## src/rtl/uart_rx_ovs_pkg.sv

```systemverilog
// Shared types and helpers for the oversampling UART receiver (uart_rx_ovs).
// FSM state codes, parity modes and the ticks-per-bit helper.
package uart_pkg;

    typedef logic [2:0] uart_state_t;

    localparam uart_state_t ST_WAIT_IDLE = 3'd0;
    localparam uart_state_t ST_IDLE      = 3'd1;
    localparam uart_state_t ST_START     = 3'd2;
    localparam uart_state_t ST_DATA      = 3'd3;
    localparam uart_state_t ST_PARITY    = 3'd4;
    localparam uart_state_t ST_STOP      = 3'd5;

    localparam int PAR_EVEN = 0;
    localparam int PAR_ODD  = 1;

    function automatic int ticks_per_bit(input int clock_freq, input int baud_rate);
        return clock_freq / baud_rate;
    endfunction

endpackage

```

## src/rtl/uart_rx_ovs_if.sv

```systemverilog
// Output handshake of uart_rx_ovs: one received word plus its error flags.
interface uart_rx_ovs_if #(
    parameter int WIDTH = 8
);
    logic [WIDTH-1:0] out_data;
    logic             out_valid;
    logic             out_ready;
    logic             out_frame_err;
    logic             out_parity_err;

    modport master (
        output out_data,
        output out_valid,
        output out_frame_err,
        output out_parity_err,
        input  out_ready
    );

    modport slave (
        input  out_data,
        input  out_valid,
        input  out_frame_err,
        input  out_parity_err,
        output out_ready
    );
endinterface

```

## src/rtl/uart_rx_ovs_sampler.sv

```systemverilog
// Line front end for uart_rx_ovs: two-flop synchroniser, per-bit counter and
// 3-sample majority vote around mid-bit, with decide / bit_end strobes.
module uart_bit_sampler #(
    parameter int TPB = 48
) (
    input  logic clock,
    input  logic reset,
    input  logic rx,
    input  logic run,
    output logic s,
    output logic s_live,
    output logic bit_value,
    output logic decide,
    output logic bit_end
);
    localparam int HALF = TPB / 2;
    localparam int CW   = $clog2(TPB);

    localparam logic [CW-1:0] C_CAP_A = CW'(HALF - 2);
    localparam logic [CW-1:0] C_CAP_B = CW'(HALF - 1);
    localparam logic [CW-1:0] C_MID   = CW'(HALF);
    localparam logic [CW-1:0] C_END   = CW'(TPB - 1);

    logic          sync1_q, sync1_d;
    logic          sync2_q, sync2_d;
    logic [1:0]    warm_q, warm_d;
    logic [CW-1:0] cnt_q, cnt_d;
    logic          cap_a_q, cap_a_d;
    logic          cap_b_q, cap_b_d;

    always_comb begin
        sync1_d = rx;
        sync2_d = sync1_q;
        // Synchroniser resets to 1; s is not trusted until rx has reached it.
        warm_d  = {warm_q[0], 1'b1};
        cnt_d   = '0;
        if (run) cnt_d = (cnt_q == C_END) ? '0 : cnt_q + CW'(1);
        cap_a_d = cap_a_q;
        cap_b_d = cap_b_q;
        if (run && cnt_q == C_CAP_A) cap_a_d = sync2_q;
        if (run && cnt_q == C_CAP_B) cap_b_d = sync2_q;
    end

    always_ff @(posedge clock) begin
        if (reset) begin
            sync1_q <= 1'b1;
            sync2_q <= 1'b1;
            warm_q  <= '0;
            cnt_q   <= '0;
            cap_a_q <= 1'b1;
            cap_b_q <= 1'b1;
        end else begin
            sync1_q <= sync1_d;
            sync2_q <= sync2_d;
            warm_q  <= warm_d;
            cnt_q   <= cnt_d;
            cap_a_q <= cap_a_d;
            cap_b_q <= cap_b_d;
        end
    end

    assign s         = sync2_q;
    assign s_live    = warm_q[1];
    assign bit_value = (cap_a_q & cap_b_q) | (cap_a_q & sync2_q) | (cap_b_q & sync2_q);
    assign decide    = run && (cnt_q == C_MID);
    assign bit_end   = run && (cnt_q == C_END);

endmodule

```

## src/rtl/uart_rx_ovs.sv

```systemverilog
// Oversampling UART receiver with framing/overrun reporting and a one-word
// holding register. Optional parity bit enabled by macro UART_RX_PARITY_EN.
module uart_rx_ovs
    import uart_pkg::*;
#(
    parameter int WIDTH      = 8,
    parameter int CLOCK_FREQ = 460800,
    parameter int BAUD_RATE  = 9600,
    parameter int PARITY_ODD = 0
) (
    input  logic          clock,
    input  logic          reset,
    input  logic          rx,
    uart_rx_ovs_if.master out_if,
    output logic          overrun,
    output logic          busy
);
    localparam int TPB = ticks_per_bit(CLOCK_FREQ, BAUD_RATE);
    localparam logic [4:0] LAST_IDX = 5'(WIDTH - 1);

    if (TPB < 4) begin : g_bad_tpb
        $error("uart_rx_ovs: CLOCK_FREQ/BAUD_RATE must be at least 4");
    end
    if (WIDTH < 1 || WIDTH > 16) begin : g_bad_width
        $error("uart_rx_ovs: WIDTH must be 1..16");
    end
    if (PARITY_ODD != PAR_EVEN && PARITY_ODD != PAR_ODD) begin : g_bad_par
        $error("uart_rx_ovs: PARITY_ODD must be 0 or 1");
    end

    logic s, s_live, bit_value, decide, bit_end, run;

    uart_state_t      state_q, state_d;
    logic [WIDTH-1:0] shift_q, shift_d;
    logic [4:0]       idx_q, idx_d;
    logic [WIDTH-1:0] data_q, data_d;
    logic             valid_q, valid_d;
    logic             ferr_q, ferr_d;
    logic             overrun_q, overrun_d;
    logic             busy_q, busy_d;
    logic             done, load;
`ifdef UART_RX_PARITY_EN
    logic             par_err_q, par_err_d;
    logic             perr_q, perr_d;
`endif

    assign run = (state_q == ST_START) || (state_q == ST_DATA) ||
                 (state_q == ST_PARITY) || (state_q == ST_STOP);

    uart_bit_sampler #(.TPB(TPB)) u_sampler (
        .clock     (clock),
        .reset     (reset),
        .rx        (rx),
        .run       (run),
        .s         (s),
        .s_live    (s_live),
        .bit_value (bit_value),
        .decide    (decide),
        .bit_end   (bit_end)
    );

    always_comb begin
        state_d = state_q;
        shift_d = shift_q;
        idx_d   = idx_q;
        done    = 1'b0;
`ifdef UART_RX_PARITY_EN
        par_err_d = par_err_q;
`endif
        case (state_q)
            ST_WAIT_IDLE: if (s && s_live) state_d = ST_IDLE;
            ST_IDLE: begin
                if (!s) begin
                    state_d = ST_START;
                    idx_d   = '0;
`ifdef UART_RX_PARITY_EN
                    par_err_d = 1'b0;
`endif
                end
            end
            ST_START: begin
                if (decide && bit_value) state_d = ST_IDLE;
                else if (bit_end)        state_d = ST_DATA;
            end
            ST_DATA: begin
                if (decide) begin
                    for (int i = 0; i < WIDTH - 1; i++) shift_d[i] = shift_q[i+1];
                    shift_d[WIDTH-1] = bit_value;
                end
                if (bit_end) begin
                    if (idx_q == LAST_IDX) begin
                        idx_d = '0;
`ifdef UART_RX_PARITY_EN
                        state_d = ST_PARITY;
`else
                        state_d = ST_STOP;
`endif
                    end else begin
                        idx_d = idx_q + 5'd1;
                    end
                end
            end
`ifdef UART_RX_PARITY_EN
            ST_PARITY: begin
                if (decide) par_err_d = bit_value ^ (^shift_q) ^ 1'(PARITY_ODD);
                if (bit_end) state_d = ST_STOP;
            end
`endif
            ST_STOP: begin
                // A good stop returns to IDLE at mid-bit to gain resync margin.
                if (decide) begin
                    done    = 1'b1;
                    state_d = bit_value ? ST_IDLE : ST_WAIT_IDLE;
                end
            end
            default: state_d = ST_WAIT_IDLE;
        endcase
    end

    always_comb begin
        load      = done && (!valid_q || out_if.out_ready);
        valid_d   = valid_q;
        data_d    = data_q;
        ferr_d    = ferr_q;
`ifdef UART_RX_PARITY_EN
        perr_d    = perr_q;
`endif
        if (load) begin
            valid_d = 1'b1;
            data_d  = shift_q;
            ferr_d  = !bit_value;
`ifdef UART_RX_PARITY_EN
            perr_d  = par_err_q;
`endif
        end else if (valid_q && out_if.out_ready) begin
            valid_d = 1'b0;
        end
        overrun_d = done && !load;
        busy_d    = (state_d != ST_IDLE);
    end

    always_ff @(posedge clock) begin
        if (reset) begin
            state_q   <= ST_WAIT_IDLE;
            shift_q   <= '0;
            idx_q     <= '0;
            data_q    <= '0;
            valid_q   <= 1'b0;
            ferr_q    <= 1'b0;
            overrun_q <= 1'b0;
            busy_q    <= 1'b0;
`ifdef UART_RX_PARITY_EN
            par_err_q <= 1'b0;
            perr_q    <= 1'b0;
`endif
        end else begin
            state_q   <= state_d;
            shift_q   <= shift_d;
            idx_q     <= idx_d;
            data_q    <= data_d;
            valid_q   <= valid_d;
            ferr_q    <= ferr_d;
            overrun_q <= overrun_d;
            busy_q    <= busy_d;
`ifdef UART_RX_PARITY_EN
            par_err_q <= par_err_d;
            perr_q    <= perr_d;
`endif
        end
    end

    assign out_if.out_data      = data_q;
    assign out_if.out_valid     = valid_q;
    assign out_if.out_frame_err = ferr_q;
`ifdef UART_RX_PARITY_EN
    assign out_if.out_parity_err = perr_q;
`else
    assign out_if.out_parity_err = 1'b0;
`endif
    assign overrun = overrun_q;
    assign busy    = busy_q;

endmodule

```

## src/flat_wrapper.sv

```systemverilog
// flat-port wrapper written by rule: the top's interface ports become plain ports
module uart_rx_ovs_flat import uart_pkg::*;
#(
    parameter int WIDTH      = 8,
    parameter int CLOCK_FREQ = 460800,
    parameter int BAUD_RATE  = 9600,
    parameter int PARITY_ODD = 0
)
  (clock, reset, rx, overrun, busy, out_if_out_data, out_if_out_valid, out_if_out_frame_err, out_if_out_parity_err, out_if_out_ready);
  uart_rx_ovs_if #(.WIDTH(WIDTH)) out_if_i ();
  input  logic clock;
  input  logic reset;
  input  logic rx;
  output logic overrun;
  output logic busy;
  output wire logic [$bits(out_if_i.out_data)-1:0] out_if_out_data;
  output wire logic [$bits(out_if_i.out_valid)-1:0] out_if_out_valid;
  output wire logic [$bits(out_if_i.out_frame_err)-1:0] out_if_out_frame_err;
  output wire logic [$bits(out_if_i.out_parity_err)-1:0] out_if_out_parity_err;
  input wire logic [$bits(out_if_i.out_ready)-1:0] out_if_out_ready;
  assign out_if_out_data = out_if_i.out_data;
  assign out_if_out_valid = out_if_i.out_valid;
  assign out_if_out_frame_err = out_if_i.out_frame_err;
  assign out_if_out_parity_err = out_if_i.out_parity_err;
  assign out_if_i.out_ready = out_if_out_ready;
  uart_rx_ovs #(.WIDTH(WIDTH), .CLOCK_FREQ(CLOCK_FREQ), .BAUD_RATE(BAUD_RATE), .PARITY_ODD(PARITY_ODD)) u_core (.clock(clock), .reset(reset), .rx(rx), .out_if(out_if_i), .overrun(overrun), .busy(busy));
endmodule
```

## config.mk

```make
export PLATFORM = sky130hd
export DESIGN_NAME = uart_rx_ovs_flat
export DESIGN_NICKNAME = d
export VERILOG_FILES = /design/src/rtl/uart_rx_ovs_pkg.sv /design/src/rtl/uart_rx_ovs_if.sv /design/src/rtl/uart_rx_ovs_sampler.sv /design/src/rtl/uart_rx_ovs.sv /design/src/flat_wrapper.sv
export SDC_FILE = /design/constraint.sdc
export NUM_CORES = 1
export LEC_CHECK = 0
export CORE_ASPECT_RATIO = 1.2
export CORE_UTILIZATION = 50
export CTS_CLUSTER_SIZE = 24
export DETAILED_ROUTE_END_ITERATION = 8
export DONT_BUFFER_PORTS = 1
export HOLD_SLACK_MARGIN = 0.02
export PLACE_DENSITY = 0.7
export SETUP_SLACK_MARGIN = 0.1
export SKIP_LAST_GASP = 1
export SLEW_MARGIN = 0
export SYNTH_ARGS = -nofsm -noshare
export SYNTH_HDL_FRONTEND = slang
export SYNTH_SLANG_ARGS = --single-unit
export TNS_END_PERCENT = 5
```

## constraint.sdc

```tcl
create_clock -name clock -period 4.6 [get_ports clock]
set_input_delay 0.69 -clock clock [delete_from_list [all_inputs] [get_ports clock]]
set_output_delay 0.69 -clock clock [all_outputs]
set_load 0.05 [all_outputs]
```

==> results of run 1 <==
worst max-delay path: cells and delay by family, from the launching register on:
kind / cells / cell delay [ns]
and+or+nand+nor: 4 / 1.20
muxes: 1 / 0.27
DFF: 1 / 0.55
logic make-up after synthesis:
| logic type | Yosys count |
|---|---|
| and+or+nand+nor | 82 |
| DFF | 40 |
| AOI/OAI and AO/OA | 24 |
| buffers and inverters | 18 |
| muxes | 11 |
| xor gates and xnor gates | 7 |
| adders and majority gates | 5 |
| other | 1 |
worst paths after layout:
| path | to | depth (start not counted) |
|---|---|---|
| worst min register to register | u_core.u_sampler.s$_SDFF_PP1_ | 1 |
| worst max-delay path | u_core.out_if.out_data[0]$_SDFFE_PP0P_ | 5 |
| worst max register to register | u_core.out_if.out_data[0]$_SDFFE_PP0P_ | 5 |
| worst min-delay path | u_core.shift_q[2]$_SDFFE_PP0P_ | 1 |
cell usage after synthesis (3+ instances only):
cell type	instances
nand3_1	11
nor2_1	22
clkbuf_1	4
dfxtp_1	40
ha_1	4
inv_1	7
xnor2_1	6
nor3_1	5
a21oi_1	13
and3_1	6
buf_2	3
nor2b_1	3
mux2i_1	11
o21ai_0	4
nand2_1	17
nand2b_1	4
metrics by stage:
step | setup WS, ns | instance area, µm² | hold slack [ns] | utilization [%]
global placement | 2.568 | 1697 | 0.3995 | 53.60
global route | 2.264 | 1773 | 0.3710 | 56.01
floorplan | 2.947 | 1712 | 0.3895 | -
finish | 2.495 | 1773 | 0.4047 | 56.01
CTS | 2.469 | 1773 | 0.3865 | 56.01
detailed placement | 2.468 | 1697 | 0.3928 | 53.60
routing by layer:
metal	part of all wire, %	global-route usage, %	wire length [µm]
met1	44	19.19	1289
met2	52	31.48	1523
met3	3.3	4.501	97
met4	0.99	11.88	29
met5	0	0	0
power groups by stage:
stage               registers, W    logic, W  clock network [W]
floorplan               0.000362   0.0000138                  0
global placement        0.000363  0.00000917                  0
detailed placement      0.000364  0.00000944                  0
CTS                     0.000356  0.00000947           0.000230
global route            0.000356   0.0000104           0.000245
finish                  0.000356  0.00000943           0.000225
registers in the layout, indices dropped and copies added, names as in the netlist:
signal	flops
u_core.out_if.out_valid	1
u_core.shift_q	8
u_core.u_sampler.cnt_q	6
u_core.u_sampler.cap_b_q	1
u_core.u_sampler.cap_a_q	1
u_core.out_if.out_data	8
u_core.u_sampler.warm_q	2
u_core.overrun	1
u_core.u_sampler.s	1
u_core.busy	1
u_core.idx_q	5
u_core.out_if.out_frame_err	1
u_core.u_sampler.sync1_q	1
u_core.state_q	3
final cells by class:
cell class / count / area, µm² / share of cell area [%]
Clock buffer: 6 / 41.29 / 2.329
Multi-Input combinational cell: 130 / 824.5 / 46.51
Inverter: 7 / 26.28 / 1.482
Tap cell: 36 / 45.04 / 2.541
Sequential cell: 40 / 800.8 / 45.17
Clock inverter: 2 / 35.03 / 1.976
==> run metrics, run 1 <==
antenna diode count 0; pwr dens 332.9 nW/µm²; critical-path cell list and3b_1 -> nand3_1 -> nor2b_1 -> mux2i_1 -> nor2_1; Sw Share 20.79%; P_leak 0.6136 nW; post-synth top area share 46.78%; compound-gate portion of the synthesized area 9.211%; crit end category flip-flop; layout cells sized above 1 7.027%; DR iter-0 viols 25; worst vdd ir 249.6 µV; Syn Nets 196; CTS Hold Bufs 0; post-route ant nets 0; Sequential Power Share 60.3%; crit share post-route 45.76%; final number of hold-violating endpoints 0; die width 55.41 µm; Hold WC Path Type input pin to flip-flop; xor and xnor area share after synthesis 3.582%; All-Layer GR Usage 17.97%; Layout Cells excl Fill 221; crit path max fanout 10; routed via count 1260; H-tree depth 2; Combinational Power Share 1.6%; synth top area cells dfxtp_1, mux2i_1, nor2_1; total wire length 2940 µm; drt drc 0; Int Pwr 0.0004676 W; Critical Path AT 2.35 ns; Worst-Skew Late Latency 0.35 ns; Least-Margin Pin Slew 0.9826 ns; dpl hpwl 2103 µm; max incr delay on CP 0.78 ns; placed insts 213; GPL Wtd Cong 0.8015; critical path class flip-flop to flip-flop; Post-Synth Adder-Cell Area 3.509%; I/O pins 17; layout overhead on the synthesized area 3.582%; Synth Area per Inst 9.104 µm²; Final Power 0.0005903 W; vias in the first global route 1208; Ys Warns 0; Final TNS setup 0 ns; Synth Flop Type dfxtp_1; skew final 0.01758 ns; Mapped Area 1712 µm²; # nets final 192; initial antenna violation count 0; Slew Limit Fails 0; r2r setup slk 2.50 ns; Resized Gates After CTS 0; status finished, final reports clean; Vias/cell 5.701; DR WL/cell 13.30 µm; CTS Root Cell clkbuf_4; fin crit period 2.105 ns; hold path start reset; worst setup path startpoint u_core.state_q[2]$_SDFF_PP0_; largest net degree at the start of global routing 32; cts bufs inserted 5; CTS tree done; largest family of logic cells by synthesized area simple AND/OR/NAND/NOR gates; Reg clk slew, reported paths 0.12 ns; post-synthesis cell type count 40; FP Rows 22; Max-Cap Viols 0; commonest non-fill, non-tap cells in the layout dfxtp_1, nor2_1, nand2_1; EDFF count, synth 0; starting density of the core 54.07%; Max clock buf depth 2; post-synthesis mux area share 6.433%; GRT overflow 0; Slowest cell on crit path nor2b_1; Max Freq 475.1 MHz; Syn Inst Count 188; Slew HR 34.36%; Worst EP required 4.85 ns; Psw 0.0001227 W; Clock power frac 38.1%; TritonRoute pass-1 iters 4; Seq/Total Area, Yosys 46.78%; Post-Synth Simple-Gate Area 25.22%; post-CTS setup buffers 0; die area 3662 µm²; # port buffers 0; first-pass GRT wire length 5140 µm; synthesized flop and latch total 40; Fillers 295; Setup crit start kind flip-flop; reg2reg start u_core.state_q[2]$_SDFF_PP0_; RSZ-0062 raised after global routing false; Synth area leader dfxtp_1; clk sinks 40; Post-synth ARST share 0%; commonest non-fill, non-tap cell in the layout dfxtp_1; Core Region 3166 µm²; Die H 66.10 µm; Setup Viol. Count Final 0
(Power assumes the default switching activity.)
==> run 2, diff against run 1 <==
==> constraint.sdc (replaced) <==
create_clock -name clock -period 2.1 [get_ports clock]
set_input_delay 0.315 -clock clock [delete_from_list [all_inputs] [get_ports clock]]
set_output_delay 0.315 -clock clock [all_outputs]
set_load 0.05 [all_outputs]
==> run metrics, run 2 (synthesis results as in run 1) <==
status finished, final reports clean; Critical Path AT 2.08 ns (-0.27 ns); total wire length 3171 µm (+7.9%); CP bufs+invs 0 (unchanged); crit share post-route 85.79% (+40 points); # nets final 198 (+3.1%); Core Region 3166 µm² (unchanged); RSZ-0062 raised after global routing false; Hold WC Path Type input pin to flip-flop; skew final 0.01087 ns (-0.006710 ns); # port buffers 0 (unchanged); Sw Share 18.01% (-2.8 points); Vias/cell 5.617 (-1.5%); fin crit period 1.802 ns (-0.3032 ns); r2r setup slk 0.30 ns (-2.20 ns); Final TNS setup 0 ns (unchanged); post-CTS setup buffers 0 (unchanged); Slew Limit Fails 0 (unchanged); Max-Cap Viols 0 (unchanged); GRT overflow 0 (unchanged); largest net degree at the start of global routing 18 (-44%); DR WL/cell 13.97 µm (+5.0%); Fin Hold WS 0.03817 ns (-0.3666 ns); post-route ant nets 0 (unchanged); final number of hold-violating endpoints 0 (unchanged); worst vdd ir 531.0 µV (+110%); Sequential Power Share 50.4% (-9.9 points); critical path class flip-flop to flip-flop; crit end category flip-flop; clk sinks 40 (unchanged); first-pass GRT wire length 5388 µm (+4.8%); Worst EP required 2.38 ns (-2.47 ns); Combinational Power Share 2.0% (+0.4 points); H-tree depth 2 (unchanged); die width 55.41 µm (unchanged); routed via count 1275 (+1.2%); Max Freq 555.1 MHz (+17%); placed insts 216 (+1.4%); I/O pins 17 (unchanged); commonest non-fill, non-tap cell in the layout dfxtp_1; Slew HR 64.81% (+30 points); layout overhead on the synthesized area 9.649%; GR Util met3 4.305% (-0.20 points); max incr delay on CP 0.52 ns (-0.26 ns); commonest non-fill, non-tap cells in the layout dfxtp_1, nor2_1, nand2_1; Final Power 0.001548 W (+160%); Slowest cell on crit path or4_1; Die H 66.10 µm (unchanged); Max clock buf depth 2 (unchanged); Reg clk slew, reported paths 0.11 ns (about the same); starting density of the core 54.07% (unchanged); Setup crit start kind flip-flop; DR iter-0 viols 49 (+96%); CTS Root Cell clkbuf_4; pwr dens 824.6 nW/µm² (+150%); Setup Viol. Count Final 0 (unchanged); All-Layer GR Usage 19.11% (+1.1 points); vias in the first global route 1253 (+3.7%); Psw 0.0002787 W (+130%); crit path max fanout 8 (-2); GPL Wtd Cong 0.8421 (+5.1%); die area 3662 µm² (unchanged); initial antenna violation count 0 (unchanged); layout cells sized above 1 8.901% (+1.9 points); CTS tree done; gr busiest metal met2; FP Rows 22 (unchanged); antenna diode count 0 (unchanged); dpl hpwl 2196 µm (+4.4%); Worst-Skew Late Latency 0.34 ns (about the same); CP top delay family simple AND/OR/NAND/NOR gates; TritonRoute pass-1 iters 4 (unchanged); P_leak 0.6657 nW (+8.5%); met2 Use GR 35.99% (+4.5 points); critical-path cell list ha_1 -> and3_1 -> a41oi_4 -> or4_1 -> a21oi_1; drt drc 0 (unchanged); met1 Track Usage GR 19.19% (unchanged); cts bufs inserted 5 (unchanged); Layout Cells excl Fill 227 (+2.7%); Int Pwr 0.001269 W (+170%); Clock power frac 47.7% (+9.6 points); Least-Margin Pin Slew 0.5262 ns (-0.4564 ns)
==> run 2: changes by cell type in the layout (fill, tap and decap cells not counted), sizes merged <==
cell	change
clkinv	-1
dlygate4sd3	+3
clkbuf	-1
buf	+3
bufinv	+2
==> run 2: layout make-up <==
class,instances,area (µm²)
flip-flops and latches,40,800.8
clock buffers,5,37.54
inverters,7,26.28
clock inverters,3,90.09
repair buffers,6,52.55
fillers,273,1289
multi-input cells,130,824.5
well taps,36,45.04
==> run 2: power groups by stage <==
stage                     logic [W]  clock network (W)  registers (W)
after CTS                 0.0000286           0.000754       0.000780
after detailed placement  0.0000209                  0       0.000797
after floorplan           0.0000302                  0       0.000792
after global routing      0.0000332           0.000777       0.000781
after global placement    0.0000203                  0       0.000797
final                     0.0000304           0.000738       0.000780
==> run 2: path summary, 6_finish.rpt <==
path,from,endpoint,cells past startpoint
min reg2reg,u_core.u_sampler.sync1_q$_SDFF_PP1_,u_core.u_sampler.s$_SDFF_PP1_,1
max reg2reg,u_core.u_sampler.cnt_q[1]$_SDFF_PP0_,u_core.idx_q[3]$_SDFFE_PP0P_,5
max,u_core.u_sampler.cnt_q[1]$_SDFF_PP0_,u_core.idx_q[3]$_SDFFE_PP0P_,5
min,reset,u_core.shift_q[3]$_SDFFE_PP0P_,1
==> run 2: repair_timing <==
action | 4_1_cts | 5_1_grt
resized for setup | 0 | 0
endpoints found under the hold margin | 14 | 2
hold buffers | 2 | 1
==> run 2: per-layer routing <==
metal,share of wire [%],routed length (µm)
met1,42,1331
met5,0,0
met4,1.9,59
met3,2.5,78
met2,54,1702
==> run 2: per-stage QoR <==
step / area [µm²] / utilization [%] / setup slack, ns
after detailed placement: 1719 / 54.31 / 0.3305
after global placement: 1719 / 54.31 / 0.3931
after global routing: 1877 / 59.29 / 0.1602
after CTS: 1867 / 58.97 / 0.3060
final: 1877 / 59.29 / 0.2984
after floorplan: 1712 / - / 0.4466
==> run 2: worst register-to-register path, cell delays in order (launching register included) <==
cell     delay [ns]
dfxtp_1        0.40
ha_1           0.22
and3_1         0.27
a41oi_4        0.18
or4_1          0.53
a21oi_1        0.15
